<file path="src/rtl/sobel_edge_3x3_if.sv">
// Window/result bundle between the line-buffer window generator and the Sobel stage.
// master drives the window and threshold; slave (the detector) returns the result.
interface sobel_edge_3x3_if;
  logic       frame_start;
  logic       win_vld;
  logic [7:0] matrix_11, matrix_12, matrix_13;
  logic [7:0] matrix_21, matrix_22, matrix_23;
  logic [7:0] matrix_31, matrix_32, matrix_33;
  logic [7:0] threshold;
  logic       dout_vld;
  logic [7:0] dout;
  logic       edge_flag;

  modport master (
    output frame_start, win_vld,
    output matrix_11, matrix_12, matrix_13,
    output matrix_21, matrix_22, matrix_23,
    output matrix_31, matrix_32, matrix_33,
    output threshold,
    input  dout_vld, dout, edge_flag
  );

  modport slave (
    input  frame_start, win_vld,
    input  matrix_11, matrix_12, matrix_13,
    input  matrix_21, matrix_22, matrix_23,
    input  matrix_31, matrix_32, matrix_33,
    input  threshold,
    output dout_vld, dout, edge_flag
  );
endinterface

</file>
<file path="src/rtl/sobel_edge_3x3.sv">
// 3-stage Sobel gradient magnitude (|Gx|+|Gy|, saturated to 8 bits) with edge threshold.
// Define SOBEL_BORDER_BLANK_EN to zero windows tagged with col < 2 or row < 2.
module sobel_edge_3x3 #(
  parameter int IMG_W = 640,
  parameter int IMG_H = 480
) (
  input  logic            clk,
  input  logic            rst_n,
  sobel_edge_3x3_if.slave bus
);

  function automatic logic [9:0] wsum(input logic [7:0] a, input logic [7:0] b,
                                      input logic [7:0] c);
    return {2'b00, a} + {1'b0, b, 1'b0} + {2'b00, c};
  endfunction

  function automatic logic [9:0] absdiff(input logic [9:0] p, input logic [9:0] n);
    return (p >= n) ? (p - n) : (n - p);
  endfunction

  logic [9:0] gx_p, gx_n, gy_p, gy_n;
  logic [9:0] ax, ay;
  logic [2:0] vld_sr;
  logic [7:0] dout_r;
  logic       edge_r;
  logic [10:0] sum;
  logic [7:0]  mag;
  logic [7:0]  mag_out;

`ifdef SOBEL_BORDER_BLANK_EN
  localparam int CW = ($clog2(IMG_W) < 2) ? 2 : $clog2(IMG_W);
  localparam int RW = ($clog2(IMG_H) < 2) ? 2 : $clog2(IMG_H);

  logic [CW-1:0] col, cur_col, col_t1, col_t2;
  logic [RW-1:0] row, cur_row, row_t1, row_t2;
  logic          blank;

  // frame_start in the same cycle as a window makes that window col 0, row 0
  always_comb begin
    cur_col = bus.frame_start ? '0 : col;
    cur_row = bus.frame_start ? '0 : row;
  end

  always_ff @(posedge clk or negedge rst_n) begin
    if (!rst_n) begin
      col    <= '0;
      row    <= '0;
      col_t1 <= '0;
      row_t1 <= '0;
      col_t2 <= '0;
      row_t2 <= '0;
    end else begin
      if (bus.win_vld) begin
        if (cur_col == CW'(IMG_W - 1)) begin
          col <= '0;
          row <= (cur_row == RW'(IMG_H - 1)) ? '0 : cur_row + RW'(1);
        end else begin
          col <= cur_col + CW'(1);
          row <= cur_row;
        end
      end else if (bus.frame_start) begin
        col <= '0;
        row <= '0;
      end
      col_t1 <= cur_col;
      row_t1 <= cur_row;
      col_t2 <= col_t1;
      row_t2 <= row_t1;
    end
  end

  assign blank = (col_t2 < CW'(2)) || (row_t2 < RW'(2));
`endif

  always_comb begin
    sum = {1'b0, ax} + {1'b0, ay};
    mag = (sum > 11'd255) ? 8'hFF : sum[7:0];
`ifdef SOBEL_BORDER_BLANK_EN
    mag_out = blank ? '0 : mag;
`else
    mag_out = mag;
`endif
  end

  always_ff @(posedge clk or negedge rst_n) begin
    if (!rst_n) begin
      gx_p   <= '0;
      gx_n   <= '0;
      gy_p   <= '0;
      gy_n   <= '0;
      ax     <= '0;
      ay     <= '0;
      vld_sr <= '0;
      dout_r <= '0;
      edge_r <= 1'b0;
    end else begin
      gx_p   <= wsum(bus.matrix_13, bus.matrix_23, bus.matrix_33);
      gx_n   <= wsum(bus.matrix_11, bus.matrix_21, bus.matrix_31);
      gy_p   <= wsum(bus.matrix_31, bus.matrix_32, bus.matrix_33);
      gy_n   <= wsum(bus.matrix_11, bus.matrix_12, bus.matrix_13);
      ax     <= absdiff(gx_p, gx_n);
      ay     <= absdiff(gy_p, gy_n);
      vld_sr <= {vld_sr[1:0], bus.win_vld};
      dout_r <= mag_out;
      edge_r <= (mag_out > bus.threshold);
    end
  end

  assign bus.dout_vld  = vld_sr[2];
  assign bus.dout      = dout_r;
  assign bus.edge_flag = edge_r;

endmodule

</file>
<file path="src/flat_wrapper.sv">
// flat-port wrapper written by rule: the top's interface ports become plain ports
module sobel_edge_3x3_flat 
#(
  parameter int IMG_W = 640,
  parameter int IMG_H = 480
)
  (clk, rst_n, bus_frame_start, bus_win_vld, bus_matrix_11, bus_matrix_12, bus_matrix_13, bus_matrix_21, bus_matrix_22, bus_matrix_23, bus_matrix_31, bus_matrix_32, bus_matrix_33, bus_threshold, bus_dout_vld, bus_dout, bus_edge_flag);
  sobel_edge_3x3_if bus_i ();
  input  logic clk;
  input  logic rst_n;
  input wire logic [$bits(bus_i.frame_start)-1:0] bus_frame_start;
  input wire logic [$bits(bus_i.win_vld)-1:0] bus_win_vld;
  input wire logic [$bits(bus_i.matrix_11)-1:0] bus_matrix_11;
  input wire logic [$bits(bus_i.matrix_12)-1:0] bus_matrix_12;
  input wire logic [$bits(bus_i.matrix_13)-1:0] bus_matrix_13;
  input wire logic [$bits(bus_i.matrix_21)-1:0] bus_matrix_21;
  input wire logic [$bits(bus_i.matrix_22)-1:0] bus_matrix_22;
  input wire logic [$bits(bus_i.matrix_23)-1:0] bus_matrix_23;
  input wire logic [$bits(bus_i.matrix_31)-1:0] bus_matrix_31;
  input wire logic [$bits(bus_i.matrix_32)-1:0] bus_matrix_32;
  input wire logic [$bits(bus_i.matrix_33)-1:0] bus_matrix_33;
  input wire logic [$bits(bus_i.threshold)-1:0] bus_threshold;
  output wire logic [$bits(bus_i.dout_vld)-1:0] bus_dout_vld;
  output wire logic [$bits(bus_i.dout)-1:0] bus_dout;
  output wire logic [$bits(bus_i.edge_flag)-1:0] bus_edge_flag;
  assign bus_i.frame_start = bus_frame_start;
  assign bus_i.win_vld = bus_win_vld;
  assign bus_i.matrix_11 = bus_matrix_11;
  assign bus_i.matrix_12 = bus_matrix_12;
  assign bus_i.matrix_13 = bus_matrix_13;
  assign bus_i.matrix_21 = bus_matrix_21;
  assign bus_i.matrix_22 = bus_matrix_22;
  assign bus_i.matrix_23 = bus_matrix_23;
  assign bus_i.matrix_31 = bus_matrix_31;
  assign bus_i.matrix_32 = bus_matrix_32;
  assign bus_i.matrix_33 = bus_matrix_33;
  assign bus_i.threshold = bus_threshold;
  assign bus_dout_vld = bus_i.dout_vld;
  assign bus_dout = bus_i.dout;
  assign bus_edge_flag = bus_i.edge_flag;
  sobel_edge_3x3 #(.IMG_W(IMG_W), .IMG_H(IMG_H)) u_core (.clk(clk), .rst_n(rst_n), .bus(bus_i));
endmodule
</file>
<file path="config.mk">
export PLATFORM = sky130hd
export DESIGN_NAME = sobel_edge_3x3_flat
export DESIGN_NICKNAME = d
export VERILOG_FILES = /design/src/rtl/sobel_edge_3x3_if.sv /design/src/rtl/sobel_edge_3x3.sv /design/src/flat_wrapper.sv
export SDC_FILE = /design/constraint.sdc
export NUM_CORES = 1
export LEC_CHECK = 0
export CELL_PAD_IN_SITES_DETAIL_PLACEMENT = 2
export CELL_PAD_IN_SITES_GLOBAL_PLACEMENT = 2
export CORE_MARGIN = 2
export CORE_UTILIZATION = 35
export CTS_CLUSTER_SIZE = 8
export DETAILED_ROUTE_END_ITERATION = 8
export GPL_ROUTABILITY_DRIVEN = 0
export PLACE_DENSITY = 0.84
export SLEW_MARGIN = 10
export SYNTH_ARGS = -nofsm -noshare
export SYNTH_HDL_FRONTEND = slang
export SYNTH_SLANG_ARGS = --single-unit
</file>
<file path="constraint.sdc">
create_clock -name clk -period 3.8 [get_ports clk]
set_clock_uncertainty 0.05 [all_clocks]
set_input_delay 0.76 -clock clk [delete_from_list [all_inputs] [get_ports clk]]
set_output_delay 0.76 -clock clk [all_outputs]
set_load 0.02 [all_outputs]
</file>
==> metrics.cfg <==
[die]
die_x_um=134
die_h_um=134
pin_count=94
fp.coreArea_mm2=0.0165
initial_core_util_pct=35.7
die-area_mm2=0.0179
std_cell_rows=47

[clock_network]
clock_latency_ns=0.35
htreeDepth=3
clk_root_buffer_cell=clkbuf_16
clk_pin_slew_ns=0.05
postCtsSetupBuffers=0
cts_tree=built
clock_path_buffers=2
clkSinkCount=72
cts_resized=0
holdBufCountCts=0
cts_buffers=9

[setup_path]
crit_path_end_kind=flip-flop
reg2reg_depth=15
critPathMostFrequentCell=o21a_1
crit_chain=ha_1 -> fa_1 -> a21o_1 -> a21oi_1 -> o21ai_0 -> a311oi_1 -> a31o_2 -> nand2b_1 -> ha_1 -> nor2b_1 -> o21a_1 -> o21a_1 -> o21a_1 -> o21bai_1 -> a22oi_1
cp-start-kind=flip-flop
worst_path_max_delay_cell=fa_1
critical_path_class=reg -> reg
rr_endpoint=u_core.bus.edge_flag$_DFF_PN0_
crit_fanout=3
critPathArrivalTime_ns=3.75
rr_startpoint=u_core.ay[0]$_DFF_PN0_
crit_start=u_core.ay[0]$_DFF_PN0_
slowest_delay_ns=0.41
reg2reg_slack_ns=0.22
critPathCapture=u_core.bus.edge_flag$_DFF_PN0_
cp.required_ns=3.97

[placement]
place_ws_ns=0.183
hpwl_um=15000
dpl_cell_area_mm2=0.00698
numPortBuffers=84
dp_cells=866

[global_route]
grt_pass1_wl_um=28800
use_met3_pct=4.57
use_met2_pct=42.2
antenna_found_initial=0
grt_max_degree=52
grt_pass1_vias=5475
grtUsageMet1_pct=22.6
grt-ovfl-total=0
grt.busiest_layer=met2
track_usage_pct=21.2

[drt]
drc=0
wl_per_cell_um=20.4
ant_nets=0
postRouteWirelength_um=18000
drt_pass1_iterations=4
vias=4536
drtIter0Drc=184
vias_per_cell=5.14

[timing]
finalHoldViolCount=0
tightest_slew_ns=0.670
fmax_mhz=279
grt_setup_unrepaired=no
fin_ws_ns=0.221
tns_ns=0
finalCritPeriodShare_pct=94.2
whs_ns=0.298
finalCriticalPeriod_ns=3.58
maxSlewViolCount=0
setup_violations=0
slew_headroom_pct=55.4

[final_layout]
finish.instance_area_mm2=0.00732
multi_input_area_mm2=0.00377
register_area_mm2=0.00180
drive_above_1_share_pct=3.63
area_growth_pct=24.0
n_fill_cell=1722
insertedDiodeCount=0
final_nets=870
fin_cells=882

[synthesis]
synth_cell_type_count=47
yosysTopAreaCellShare_pct=30.5
mappedNetlistArea_mm2=0.00590
ys_warn_count=0
synth_seq_cells=72
synth_ff_type=dfrtp_1
synthCells=566
synth_async_sr_flop_share_pct=100
ys_top_cells_by_area=dfrtp_1, ha_1, fa_1
synth_seq_area_share_pct=30.5
syn_nets=779
synth_edf_count=0
synth_top_cell_by_area=dfrtp_1
syn_avg_cell_area_um2=10.4

[pwr]
vdd_drop_max_mv=0.288
power_leakage_nw=3.44
powerDensity_mw_per_mm2=785

[job]
maxCapViolations=0

[worst_hold_path]
hp-class=reg -> reg

[outcome]
status=completed

cells in the mapped netlist, types with 14 or more instances:
cell / n
dfrtp_1: 72
inv_1: 73
o21ai_0: 28
ha_1: 92
nor2_1: 26
xnor2_1: 24
xor2_1: 22
a21o_1: 18
nand2_1: 18
o21a_1: 14
fa_1: 37
a21oi_1: 39
mux2i_1: 16
cells in the final DEF (no fill, tap or decap), types with 22 or more instances in the layout:
cell	synthesis	routed
dfrtp_1	72	72
clkdlybuf4s50_1	0	83
xor2_1	22	22
fa_1	37	37
ha_1	92	92
o21ai_0	28	28
a21oi_1	39	39
inv_1	73	73
nor2_1	26	26
xnor2_1	24	24
state kept, by name, indices dropped and copies added (netlist names):
signal,count
u_core.bus.edge_flag,1
u_core.gy_p,10
u_core.ax,10
u_core.gx_p,10
u_core.gx_n,10
u_core.bus.dout,8
u_core.ay,10
u_core.gy_n,10
u_core.vld_sr,3
how the worst min path moves through the flow:
stage                                from                         end  slack, ns  cells past startpoint
6_report       u_core.vld_sr[0]$_DFF_PN0_  u_core.vld_sr[1]$_DFF_PN0_       0.30                      0
3_5_place_dp   u_core.vld_sr[0]$_DFF_PN0_  u_core.vld_sr[1]$_DFF_PN0_       0.29                      0
2_1_floorplan  u_core.vld_sr[0]$_DFF_PN0_  u_core.vld_sr[1]$_DFF_PN0_       0.28                      0
3_3_place_gp   u_core.vld_sr[1]$_DFF_PN0_  u_core.vld_sr[2]$_DFF_PN0_       0.29                      0
5_1_grt        u_core.vld_sr[0]$_DFF_PN0_  u_core.vld_sr[1]$_DFF_PN0_       0.32                      0
4_1_cts        u_core.vld_sr[0]$_DFF_PN0_  u_core.vld_sr[1]$_DFF_PN0_       0.30                      0
worst max-delay path, delay by kind of cell (launching register included):
| family | cells | cell delay [ns] |
|---|---|---|
| adder cells (fa/ha/maj) | 3 | 0.96 |
| flip-flops | 1 | 0.36 |
| AND/OR/NAND/NOR | 2 | 0.26 |
| AO/OA/AOI/OAI | 10 | 1.83 |
layout make-up:
type	count	share of cell area, %
clock buffer	14	3.74
clock inverter	2	0.820
inverter	73	3.74
multi-input combinational	414	51.6
sequential	72	24.6
tap	220	3.76
timing repair buffer	87	11.8
per-layer routing:
metal  part of all wire, %  up-vias
li1                      -     2107
met1                    38     2301
met2                    56      110
met3                   4.2       18
met4                   1.4        0
met5                     0        -
stage by stage:
step           utilization, %  total power [mW]
4_1_cts                  44.3              5.81
5_1_grt                  44.3              6.22
2_1_floorplan               -              3.71
3_5_place_dp             42.3              4.77
3_3_place_gp             42.3              4.51
6_report                 44.3              5.75
cells by family (layout without fill, tap and decap cells):
logic type | count (synthesis) | after routing | synth area share [%]
buffers and inverters | 80 | 176 | 5.53
and+or+nand+nor | 91 | 91 | 7.67
DFF | 72 | 72 | 30.5
xor gates and xnor gates | 46 | 46 | 6.82
adders and majority gates | 129 | 129 | 32.0
AOI/OAI and AO/OA | 132 | 132 | 14.7
muxes | 16 | 16 | 2.71
power breakdown:
part | internal [mW] | switching (mW) | leakage (nW) | total, mW
clock | 0.629 | 0.316 | 0.163 | 0.945
combinational | 1.50 | 2.06 | 2.46 | 3.55
sequential | 1.08 | 0.171 | 0.819 | 1.25
total | 3.20 | 2.54 | 3.44 | 5.75
Power figures use the tool's default switching activity.
